<file path="src/rtl/ccff_pkg.sv">
// Shared types and constants for the configuration-chain loader.
// Chain lengths per tile type and the counter-width helper live here.
package ccff_pkg;

  typedef enum logic [2:0] {
    ST_IDLE,
    ST_LOAD,
    ST_CLEAR,
    ST_DONE,
    ST_ERR
  } ccff_state_e;

  // cby/cbx: nine 6-bit plus two 2-bit mux memories; sb is the wider switch block
  localparam int CBY_CHAIN_LEN = 58;
  localparam int CBX_CHAIN_LEN = 58;
  localparam int SB_CHAIN_LEN  = 80;

  function automatic int cnt_w(input int n);
    return (n < 2) ? 1 : $clog2(n + 1);
  endfunction

endpackage

</file>
<file path="src/rtl/ccff_word_serializer.sv">
// Word buffer for the chain loader: holds one config word, tracks remaining
// bits and the word index, and raises cfg_ready for gapless streaming.
module ccff_word_serializer
  import ccff_pkg::*;
#(
  parameter int CHAIN_LEN = CBY_CHAIN_LEN,
  parameter int WORD_W    = 8
) (
  input  logic              prog_clk,
  input  logic              pReset_n,
  input  logic              flush,
  input  logic              en,
  input  logic [WORD_W-1:0] cfg_data,
  input  logic              cfg_valid,
  input  logic              cfg_last,
  output logic              cfg_ready,
  output logic              bit_vld,
  output logic              bit_val,
  output logic              last_ok,
  output logic              last_early
);

  localparam int NWORDS    = (CHAIN_LEN + WORD_W - 1) / WORD_W;
  localparam int TAIL_BITS = (CHAIN_LEN % WORD_W == 0) ? WORD_W : (CHAIN_LEN % WORD_W);
  localparam int RW        = cnt_w(WORD_W);
  localparam int NW        = cnt_w(NWORDS);

  logic [WORD_W-1:0] sbuf;
  logic [RW-1:0]     rem;
  logic [NW-1:0]     wcnt;
  logic              hs;
  logic              final_word;
  logic [RW-1:0]     nbits;

  assign final_word = (wcnt == NW'(NWORDS - 1));
  assign cfg_ready  = en && (rem <= RW'(1)) && (wcnt < NW'(NWORDS));
  assign hs         = cfg_valid && cfg_ready;
  assign last_early = hs && cfg_last && !final_word;
  assign last_ok    = hs && cfg_last && final_word;
  assign nbits      = final_word ? RW'(TAIL_BITS) : RW'(WORD_W);

  // An empty buffer forwards bit 0 of the arriving word straight to the head
  assign bit_vld = en && !last_early && ((rem != '0) || hs);
  assign bit_val = (rem != '0) ? sbuf[0] : cfg_data[0];

  always_ff @(posedge prog_clk or negedge pReset_n) begin
    if (!pReset_n) begin
      sbuf <= '0;
      rem  <= '0;
      wcnt <= '0;
    end else if (flush || last_early) begin
      rem  <= '0;
      wcnt <= '0;
    end else if (hs) begin
      wcnt <= wcnt + NW'(1);
      if (rem == '0) begin
        sbuf <= cfg_data >> 1;
        rem  <= nbits - RW'(1);
      end else begin
        sbuf <= cfg_data;
        rem  <= nbits;
      end
    end else if (rem != '0) begin
      sbuf <= sbuf >> 1;
      rem  <= rem - RW'(1);
    end
  end

endmodule

</file>
<file path="src/rtl/ccff_chain_loader.sv">
// Configuration-chain loader: serialises config words onto a tile's ccff chain,
// supports clear, flags framing errors and tracks parity of displaced bits.
module ccff_chain_loader
  import ccff_pkg::*;
#(
  parameter int CHAIN_LEN = CBY_CHAIN_LEN,
  parameter int WORD_W    = 8
) (
  input  logic              prog_clk,
  input  logic              pReset_n,
  input  logic              start,
  input  logic              clear,
  input  logic [WORD_W-1:0] cfg_data,
  input  logic              cfg_valid,
  input  logic              cfg_last,
  output logic              cfg_ready,
  output logic              ccff_head,
  output logic              ccff_shift_en,
  input  logic              ccff_tail,
  output logic              busy,
  output logic              done,
  output logic              err,
  output logic              tail_parity
);

  localparam int CW = cnt_w(CHAIN_LEN);

  ccff_state_e state;
  logic [CW-1:0] bcnt;
  logic          got_last;
  logic          start_acc;
  logic          bit_vld, bit_val, last_ok, last_early;

  assign start_acc = start && (state inside {ST_IDLE, ST_DONE, ST_ERR});

  ccff_word_serializer #(
    .CHAIN_LEN(CHAIN_LEN),
    .WORD_W   (WORD_W)
  ) u_ser (
    .prog_clk  (prog_clk),
    .pReset_n  (pReset_n),
    .flush     (start_acc),
    .en        (state == ST_LOAD),
    .cfg_data  (cfg_data),
    .cfg_valid (cfg_valid),
    .cfg_last  (cfg_last),
    .cfg_ready (cfg_ready),
    .bit_vld   (bit_vld),
    .bit_val   (bit_val),
    .last_ok   (last_ok),
    .last_early(last_early)
  );

  always_ff @(posedge prog_clk or negedge pReset_n) begin
    if (!pReset_n) begin
      state         <= ST_IDLE;
      bcnt          <= '0;
      got_last      <= 1'b0;
      ccff_head     <= 1'b0;
      ccff_shift_en <= 1'b0;
      tail_parity   <= 1'b0;
      busy          <= 1'b0;
      done          <= 1'b0;
      err           <= 1'b0;
    end else begin
      ccff_head     <= 1'b0;
      ccff_shift_en <= 1'b0;
      // The tail bit is displaced by the edge that ends a shifting cycle
      if (ccff_shift_en) tail_parity <= tail_parity ^ ccff_tail;
      case (state)
        ST_IDLE, ST_DONE, ST_ERR: begin
          if (start) begin
            bcnt        <= '0;
            got_last    <= 1'b0;
            tail_parity <= 1'b0;
            busy        <= 1'b1;
            done        <= 1'b0;
            err         <= 1'b0;
            if (clear) begin
              state         <= ST_CLEAR;
              ccff_shift_en <= 1'b1;
              bcnt          <= CW'(1);
            end else begin
              state <= ST_LOAD;
            end
          end
        end
        ST_LOAD: begin
          if (last_early) begin
            state <= ST_ERR;
            busy  <= 1'b0;
            err   <= 1'b1;
          end else if (bcnt == CW'(CHAIN_LEN)) begin
            state <= got_last ? ST_DONE : ST_ERR;
            busy  <= 1'b0;
            done  <= got_last;
            err   <= !got_last;
          end else begin
            if (bit_vld) begin
              ccff_head     <= bit_val;
              ccff_shift_en <= 1'b1;
              bcnt          <= bcnt + CW'(1);
            end
            if (last_ok) got_last <= 1'b1;
          end
        end
        ST_CLEAR: begin
          if (bcnt == CW'(CHAIN_LEN)) begin
            state <= ST_DONE;
            busy  <= 1'b0;
            done  <= 1'b1;
          end else begin
            ccff_shift_en <= 1'b1;
            bcnt          <= bcnt + CW'(1);
          end
        end
        default: state <= ST_IDLE;
      endcase
    end
  end

endmodule

</file>
<file path="config.mk">
export PLATFORM = sky130hd
export DESIGN_NAME = ccff_chain_loader
export DESIGN_NICKNAME = d
export VERILOG_FILES = /design/src/rtl/ccff_pkg.sv /design/src/rtl/ccff_word_serializer.sv /design/src/rtl/ccff_chain_loader.sv
export SDC_FILE = /design/constraint.sdc
export NUM_CORES = 1
export LEC_CHECK = 0
export BUFFER_PORTS_ARGS = -buffer_cell sky130_fd_sc_hd__buf_2
export CAP_MARGIN = 40
export CORE_ASPECT_RATIO = 0.5
export CORE_MARGIN = 4
export CORE_UTILIZATION = 59
export CTS_CLUSTER_DIAMETER = 60
export DETAILED_ROUTE_END_ITERATION = 12
export GPL_TIMING_DRIVEN = 0
export PLACE_DENSITY = 0.86
export REMOVE_ABC_BUFFERS = 1
export SETUP_SLACK_MARGIN = 0.02
export SLEW_MARGIN = 15
export SYNTH_ARGS = -nofsm -noshare
export SYNTH_HDL_FRONTEND = slang
export SYNTH_SLANG_ARGS = --single-unit
</file>
<file path="constraint.sdc">
create_clock -name prog_clk -period 4.15 [get_ports prog_clk]
set_clock_uncertainty 0.2 [all_clocks]
set_input_delay 0.415 -clock prog_clk [delete_from_list [all_inputs] [get_ports prog_clk]]
set_output_delay 0.415 -clock prog_clk [all_outputs]
set_load 0.02 [all_outputs]
</file>
==> metrics, run 1 <==
Post-CTS Hold Buffers 0; PortBufs 21; CP Cell Sequence inv_1 -> ha_1 -> nand2_1 -> inv_1 -> a21oi_1 -> o21ai_1 -> nor2b_1 -> o21ai_0; Syn Inst Count 217; area grow syn2layout 10.1%; distinct cell type count after synthesis 46; clk_lat worst skew 0.28 ns; Clk pwr share 0.169; multi-input logic area 1050 sq um; synthesis-stage register bit count 32; PwrDens 672 nW/um^2; mapped cell area 1960 sq um; Hold Path Class in2async; DRC errors left 0; initial DRC count 89; Die Y 48.8 um; commonest non-fill, non-tap cell in the layout dfrtp_1; FF-to-FF path depth 8; yosys warns 0; CP endpoint kind register; DP Area 2070 sq um; Comb power frac 0.504; antenna-violating nets left 0; Sequential Power Share 0.327; core region area 3080 sq um; highest clock rate 0.370 GHz; final setup vio count 0; NetSw 614 uW; Clock transition at path regs 0.06 ns; worst reg2reg setup slack 1.45 ns; starting density of the core 0.636; Slew headroom 0.484; Top FF cell, synth dfrtp_1; violated checks negative hold slack; Avg Inst Size Synth 9.04 sq um; first-pass GRT wire length 6.95 mm; minimum hold slack -0.0265 ns; hpwl dp 2.99 mm; DIE AREA 4370 sq um; vias 1640; Worst setup SP type register; DRT Wirelength 4.10 mm; post-layout min period 2.70 ns; FILL cells 239; Hold Fails Final Rpt 32; fin crit share 0.652; ys async rst share 1.00; Most Frequent Cell on Critical Path inv_1; Post-layout nets 259; drt first pass iters 4; CTS Buf Count 5; Critical Path Fanout Max 13; switching fraction of total power 0.423; status finished, violations left; Util after Layout 0.700; Placed Cells 270; fraction of layout cells with a size suffix above 1 0.160; TNS Setup 0 ns; Crit Path Class reg2reg; Max clock buf depth 2; number of max-cap violations 0; largest net degree at the start of global routing 33; crit path DAT 2.64 ns; RSZ-0062 raised after global routing no; initial antenna violation count 0; CTS tree yes; post-synthesis sequential area ratio 0.408; GRT Total Usage 0.207; Final Max Slew Viols 0; H-tree levels 2; Std-Cell Rows 14; Max rail drop VDD 0.000421 V; Worst EP required 4.08 ns; GP Congestion 0.869; GRT overflow 0; most frequent cells in the layout dfrtp_1, buf_2, nand2_1; setup ws final 1.45 ns; # diodes 0; Int Power 837 uW; RR Endpoint ccff_shift_en; Final Cell Area 2160 sq um; Post-Layout Cell Count 278; cells resized by post-CTS repair 0; CTS sink cnt 32; number of enable flip-flop cells after synthesis 0; Placement Setup Slack 1.48 ns; post-CTS setup buffer count 0; number of global-route vias before repair 1543; WL/cell 14.7 um; worst reg2reg startpoint u_ser.rem[0]; Leakage Power 0.000974 uW; CTS Root Cell clkbuf_8; Horiz. Die Dim 89.5 um; Max stage delay cell, worst path inv_1; Slew @ Worst Pin 0.772 ns; Worst path max stage delay 0.45 ns; Reg area 801 sq um; vias per cell 5.90; # IOs 22
==> how the worst max path moves through the flow <==
stage,from,endpoint,slack (ns),cells past startpoint
3_5_place_dp,u_ser.rem[0],ccff_shift_en,1.48,8
6_report,u_ser.rem[0],ccff_shift_en,1.45,8
2_1_floorplan,u_ser.rem[0],u_ser.sbuf[0],1.88,7
4_1_cts,u_ser.rem[0],ccff_shift_en,1.47,8
3_3_place_gp,u_ser.rem[0],ccff_shift_en,1.55,8
5_1_grt,state[0],u_ser.sbuf[2],1.21,5
==> state kept, by name (all words and copies together), names as in the netlist <==
| register | count |
|---|---|
| u_ser.sbuf | 8 |
| bcnt | 6 |
| u_ser.rem | 4 |
| u_ser.wcnt | 4 |
| state | 3 |
| busy | 1 |
| ccff_head | 1 |
| ccff_shift_en | 1 |
| done | 1 |
| err | 1 |
| got_last | 1 |
| tail_parity | 1 |
==> final cells by class <==
type,instances,area share
clock buffers,8,0.0417
inverters,16,0.0278
multi-input cells,161,0.488
flip-flops and latches,32,0.371
well taps,40,0.0232
repair buffers,21,0.0487
==> cells in the mapped netlist (all sizes together), types with 2 or more instances <==
| cell type | number | area [sq um] |
|---|---|---|
| dfrtp | 32 | 801 |
| nand2 | 20 | 75.1 |
| nor2 | 19 | 73.8 |
| a21oi | 17 | 85.1 |
| o21ai | 17 | 85.1 |
| inv | 16 | 60.1 |
| mux2i | 8 | 80.1 |
| ha | 7 | 87.6 |
| mux2 | 6 | 90.1 |
| o22ai | 6 | 37.5 |
| a211oi | 5 | 42.5 |
| clkbuf | 5 | 18.8 |
| nand3 | 5 | 25.0 |
| nor3 | 5 | 25.0 |
| a31oi | 4 | 25.0 |
| and2 | 3 | 18.8 |
| buf | 3 | 27.5 |
| nand2b | 3 | 18.8 |
| nand4 | 3 | 18.8 |
| nor2b | 3 | 18.8 |
| o32ai | 3 | 26.3 |
| xnor2 | 3 | 26.3 |
| a41oi | 2 | 17.5 |
| and3 | 2 | 12.5 |
| or3 | 2 | 12.5 |
| xor2 | 2 | 17.5 |
==> worst max-delay path, delay by kind of cell (launching register included) <==
| kind | cells | cell delay, ns |
|---|---|---|
| buf+inv | 2 | 0.54 |
| flops | 1 | 0.41 |
| compound gates | 3 | 0.58 |
| simple gates | 2 | 0.62 |
| fa+ha+maj | 1 | 0.20 |
==> metrics by stage <==
stage	hold WS, ns	total power [uW]
3_5_place_dp	0.283	1210
5_1_grt	0.0451	1560
6_report	-0.0265	1450
2_1_floorplan	-0.0806	1040
4_1_cts	0.00235	1460
3_3_place_gp	0.270	1160
==> cells by family (layout without fill, tap and decap cells) <==
kind of cell,after synthesis,after routing,synth area share
and+or+nand+nor,72,72,0.183
DFF,32,32,0.408
xor gates and xnor gates,5,5,0.0223
buffers and inverters,24,45,0.0542
adders and majority gates,7,7,0.0447
muxes,14,14,0.0868
AOI/OAI and AO/OA,63,63,0.200
==> power groups by stage <==
stage	Sequential (uW)	Clock [uW]	Combinational, uW
after floorplan	474	0	564
after global placement	472	0	693
after detailed placement	477	0	728
after CTS	473	252	732
after global routing	487	269	808
final	474	246	732
==> per-layer routing <==
| metal | up-vias | global-route usage | part of all wire |
|---|---|---|---|
| met3 | 7 | 0.0576 | 0.051 |
| li1 | 818 | - | - |
| met5 | - | 0 | 0 |
| met2 | 42 | 0.331 | 0.49 |
| met1 | 773 | 0.267 | 0.45 |
| met4 | 0 | 0.0718 | 0.013 |
Note: power is estimated with default switching activity, not from simulation.
==> inputs of run 2 (changes only) <==
- ABC_AREA: default -> 1
- CORE_UTILIZATION: 59 -> 52
- PLACE_DENSITY: 0.86 -> 0.81
- clock period: 4.15 -> 2.4 ns (I/O delays scaled with it)
==> run 2 against run 1 <==
  * The flow now finishes without violations
  * Count of clock-buffer cells in the layout down 2
  * Fmax rose by 22%
  * Sequential share of layout area is 0.98 points lower
  * First-iteration DRC count decreased by 1.1%
  * Global-route usage fell by 0.75 points
  * Die area grew 12%
  * Synthesized area down 0.19%
  * Non-clock buffer count up 1
  * Combinational power increased by 94%
  * Setup slack worse by 1.3 ns
  * Utilization is 7.2 points lower
==> metrics, run 2 <==
Die Y 51.4 um; count leader, synth nand2_1; cell accounting for the most synthesized area dfrtp_1; vias 1782; DRT Wirelength 4.19 mm; CP endpoint kind register; distinct cell type count after synthesis 30; Slew @ Worst Pin 0.715 ns; family with the most delay on the worst path simple AND/OR/NAND/NOR gates; H-tree levels 2; CP Cell Sequence inv_1 -> ha_1 -> inv_1 -> nor2_2 -> o211ai_1 -> o21ai_1 -> inv_1 -> nand3_2 -> nand2_1 -> nand2_1; CTS sink cnt 32; Worst path max stage delay 0.43 ns; commonest non-fill, non-tap cell in the layout nand2_1; Int Power 1420 uW; Post-layout nets 308; Post-Layout Cell Count 338; largest cells by area after synthesis dfrtp_1, nand2_1, nor2_1; area share of the largest cell type after synthesis 0.409; post-CTS setup buffer count 0; mux cell area share after synthesis 0; initial DRC count 88; Final Max Slew Viols 0; Comb power frac 0.526; Critical Path Fanout Max 12; hold path startpoint cfg_data[0]; Std-Cell Rows 15; GP Congestion 0.858; Sequential Power Share 0.313; initial antenna violation count 0; vias per cell 5.27; CTS Root Cell clkbuf_8; area fraction in compound gates after synthesis 0.120; largest registers u_ser.sbuf: 8 flops, bcnt: 6 flops; Largest register FFs 8; largest net degree at the start of global routing 33; Worst setup SP type register; Placed Cells 329; Top FF cell, synth dfrtp_1; post-synthesis sequential area ratio 0.409; Hold Path Class in2reg; worst reg2reg startpoint u_ser.rem[0]; worst reg2reg setup slack 0.19 ns; # diodes 0; Syn Inst Count 262; CTS tree yes; highest clock rate 0.453 GHz; fin crit share 0.920; Pwr Total 2700 uW; fraction of layout cells with a size suffix above 1 0.157; RSZ-0062 raised after global routing no; Crit Path Class reg2reg; Util after Layout 0.629; status finished clean; Min-Delay Endpoint ccff_head; hold depth 3; CTS Buf Count 5; final setup vio count 0; NetSw 1280 uW; Slew headroom 0.523; clk_lat worst skew 0.29 ns; drt first pass iters 5; WL/cell 12.4 um; synthesis-stage register bit count 32; largest register by flop count u_ser.sbuf; Synth top cells by count nand2_1, nor2_1, dfrtp_1; minimum hold slack 0.00685 ns; DIE AREA 4870 sq um; ys async rst share 1.00; FF-to-FF path depth 10; Hold Fails Final Rpt 0; core region area 3530 sq um; largest family of logic cells by synthesized area simple AND/OR/NAND/NOR gates; number of max-cap violations 0; Most Frequent Cell on Critical Path inv_1; TNS Setup 0 ns; Post-Synth XOR/XNOR Area 0.0269; # IOs 22; PwrDens 1220 nW/um^2; crit path DAT 2.24 ns; number of global-route vias before repair 1646; hpwl dp 2.99 mm; antenna-violating nets left 0; first-pass GRT wire length 7.34 mm; Clock transition at path regs 0.07 ns; Horiz. Die Dim 94.8 um; RR Endpoint bcnt[0]; Post-Synth Adder-Cell Area 0.0448; PortBufs 21; post-layout min period 2.21 ns; number of enable flip-flop cells after synthesis 0; Max clock buf depth 2; Clk pwr share 0.161; most frequent cells in the layout nand2_1, nor2_1, dfrtp_1; WP buf/inv 3; mapped cell area 1960 sq um; Avg Inst Size Synth 7.47 sq um; GRT Total Usage 0.199; starting density of the core 0.555; Max stage delay cell, worst path nor2_2; DRC errors left 0; Worst EP required 2.44 ns; Max rail drop VDD 0.000475 V; area grow syn2layout 13.4%; Leakage Power 0.00116 uW; yosys warns 0; GRT overflow 0; switching fraction of total power 0.474; Synth Area in Simple Gates 0.318
==> run 2: worst max path at each step <==
| stage | from | end | slack (ns) | depth (start not counted) |
|---|---|---|---|---|
| finish | u_ser.rem[0] | bcnt[0] | 0.19 | 10 |
| global route | u_ser.rem[0] | bcnt[0] | 0.03 | 10 |
| CTS | u_ser.rem[0] | u_ser.sbuf[4] | 0.04 | 11 |
| detailed placement | u_ser.rem[0] | u_ser.sbuf[2] | -0.18 | 11 |
| global placement | u_ser.rem[0] | u_ser.sbuf[2] | -0.18 | 11 |
| floorplan | u_ser.rem[0] | u_ser.sbuf[2] | 0.06 | 11 |
==> run 2: logic make-up after synthesis <==
group / Yosys count
buf+inv: 38
compound gates: 43
flops: 32
simple gates: 136
fa+ha+maj: 7
xor+xnor: 6
==> run 2: per-stage QoR <==
stage / worst slack (ns) / cell area (sq um)
after CTS: 0.0362 / 2200
after detailed placement: -0.184 / 2090
final: 0.191 / 2220
after floorplan: 0.0632 / 1930
after global placement: -0.183 / 2090
after global routing: 0.0294 / 2220
==> run 2: worst min-delay path, cell delays in order <==
cell and delay, ns:
buf_2 0.10, nand2_1 0.05, a21oi_1 0.06
==> run 2: what timing repair did <==
item	in CTS	in global routing
hold buffers	1	0
hold endpoints to repair	32	0
cloned	0	0
resized for setup	2	3
endpoints found under the setup margin	19	16
==> run 2: area by class of cell <==
class	instances	area, sq um
Fill cell	330	1310
Multi-Input combinational cell	192	1020
Sequential cell	32	801
Inverter	33	126
Timing Repair Buffer	22	115
Clock buffer	6	82.6
Tap cell	51	63.8
Clock inverter	2	10.0
==> run 2: metal layers <==
layer | vias up | wire length [um] | GRT usage
met5 | - | 0 | 0
met3 | 7 | 165 | 0.0515
met2 | 35 | 2020 | 0.335
met4 | 0 | 60 | 0.0789
li1 | 898 | - | -
met1 | 842 | 1940 | 0.246
==> run 2: power groups by stage <==
stage | registers [uW] | logic [uW] | clock network [uW]
floorplan | 880 | 1030 | 0
global placement | 846 | 1340 | 0
detailed placement | 853 | 1390 | 0
CTS | 844 | 1400 | 445
global route | 869 | 1620 | 473
finish | 843 | 1420 | 435
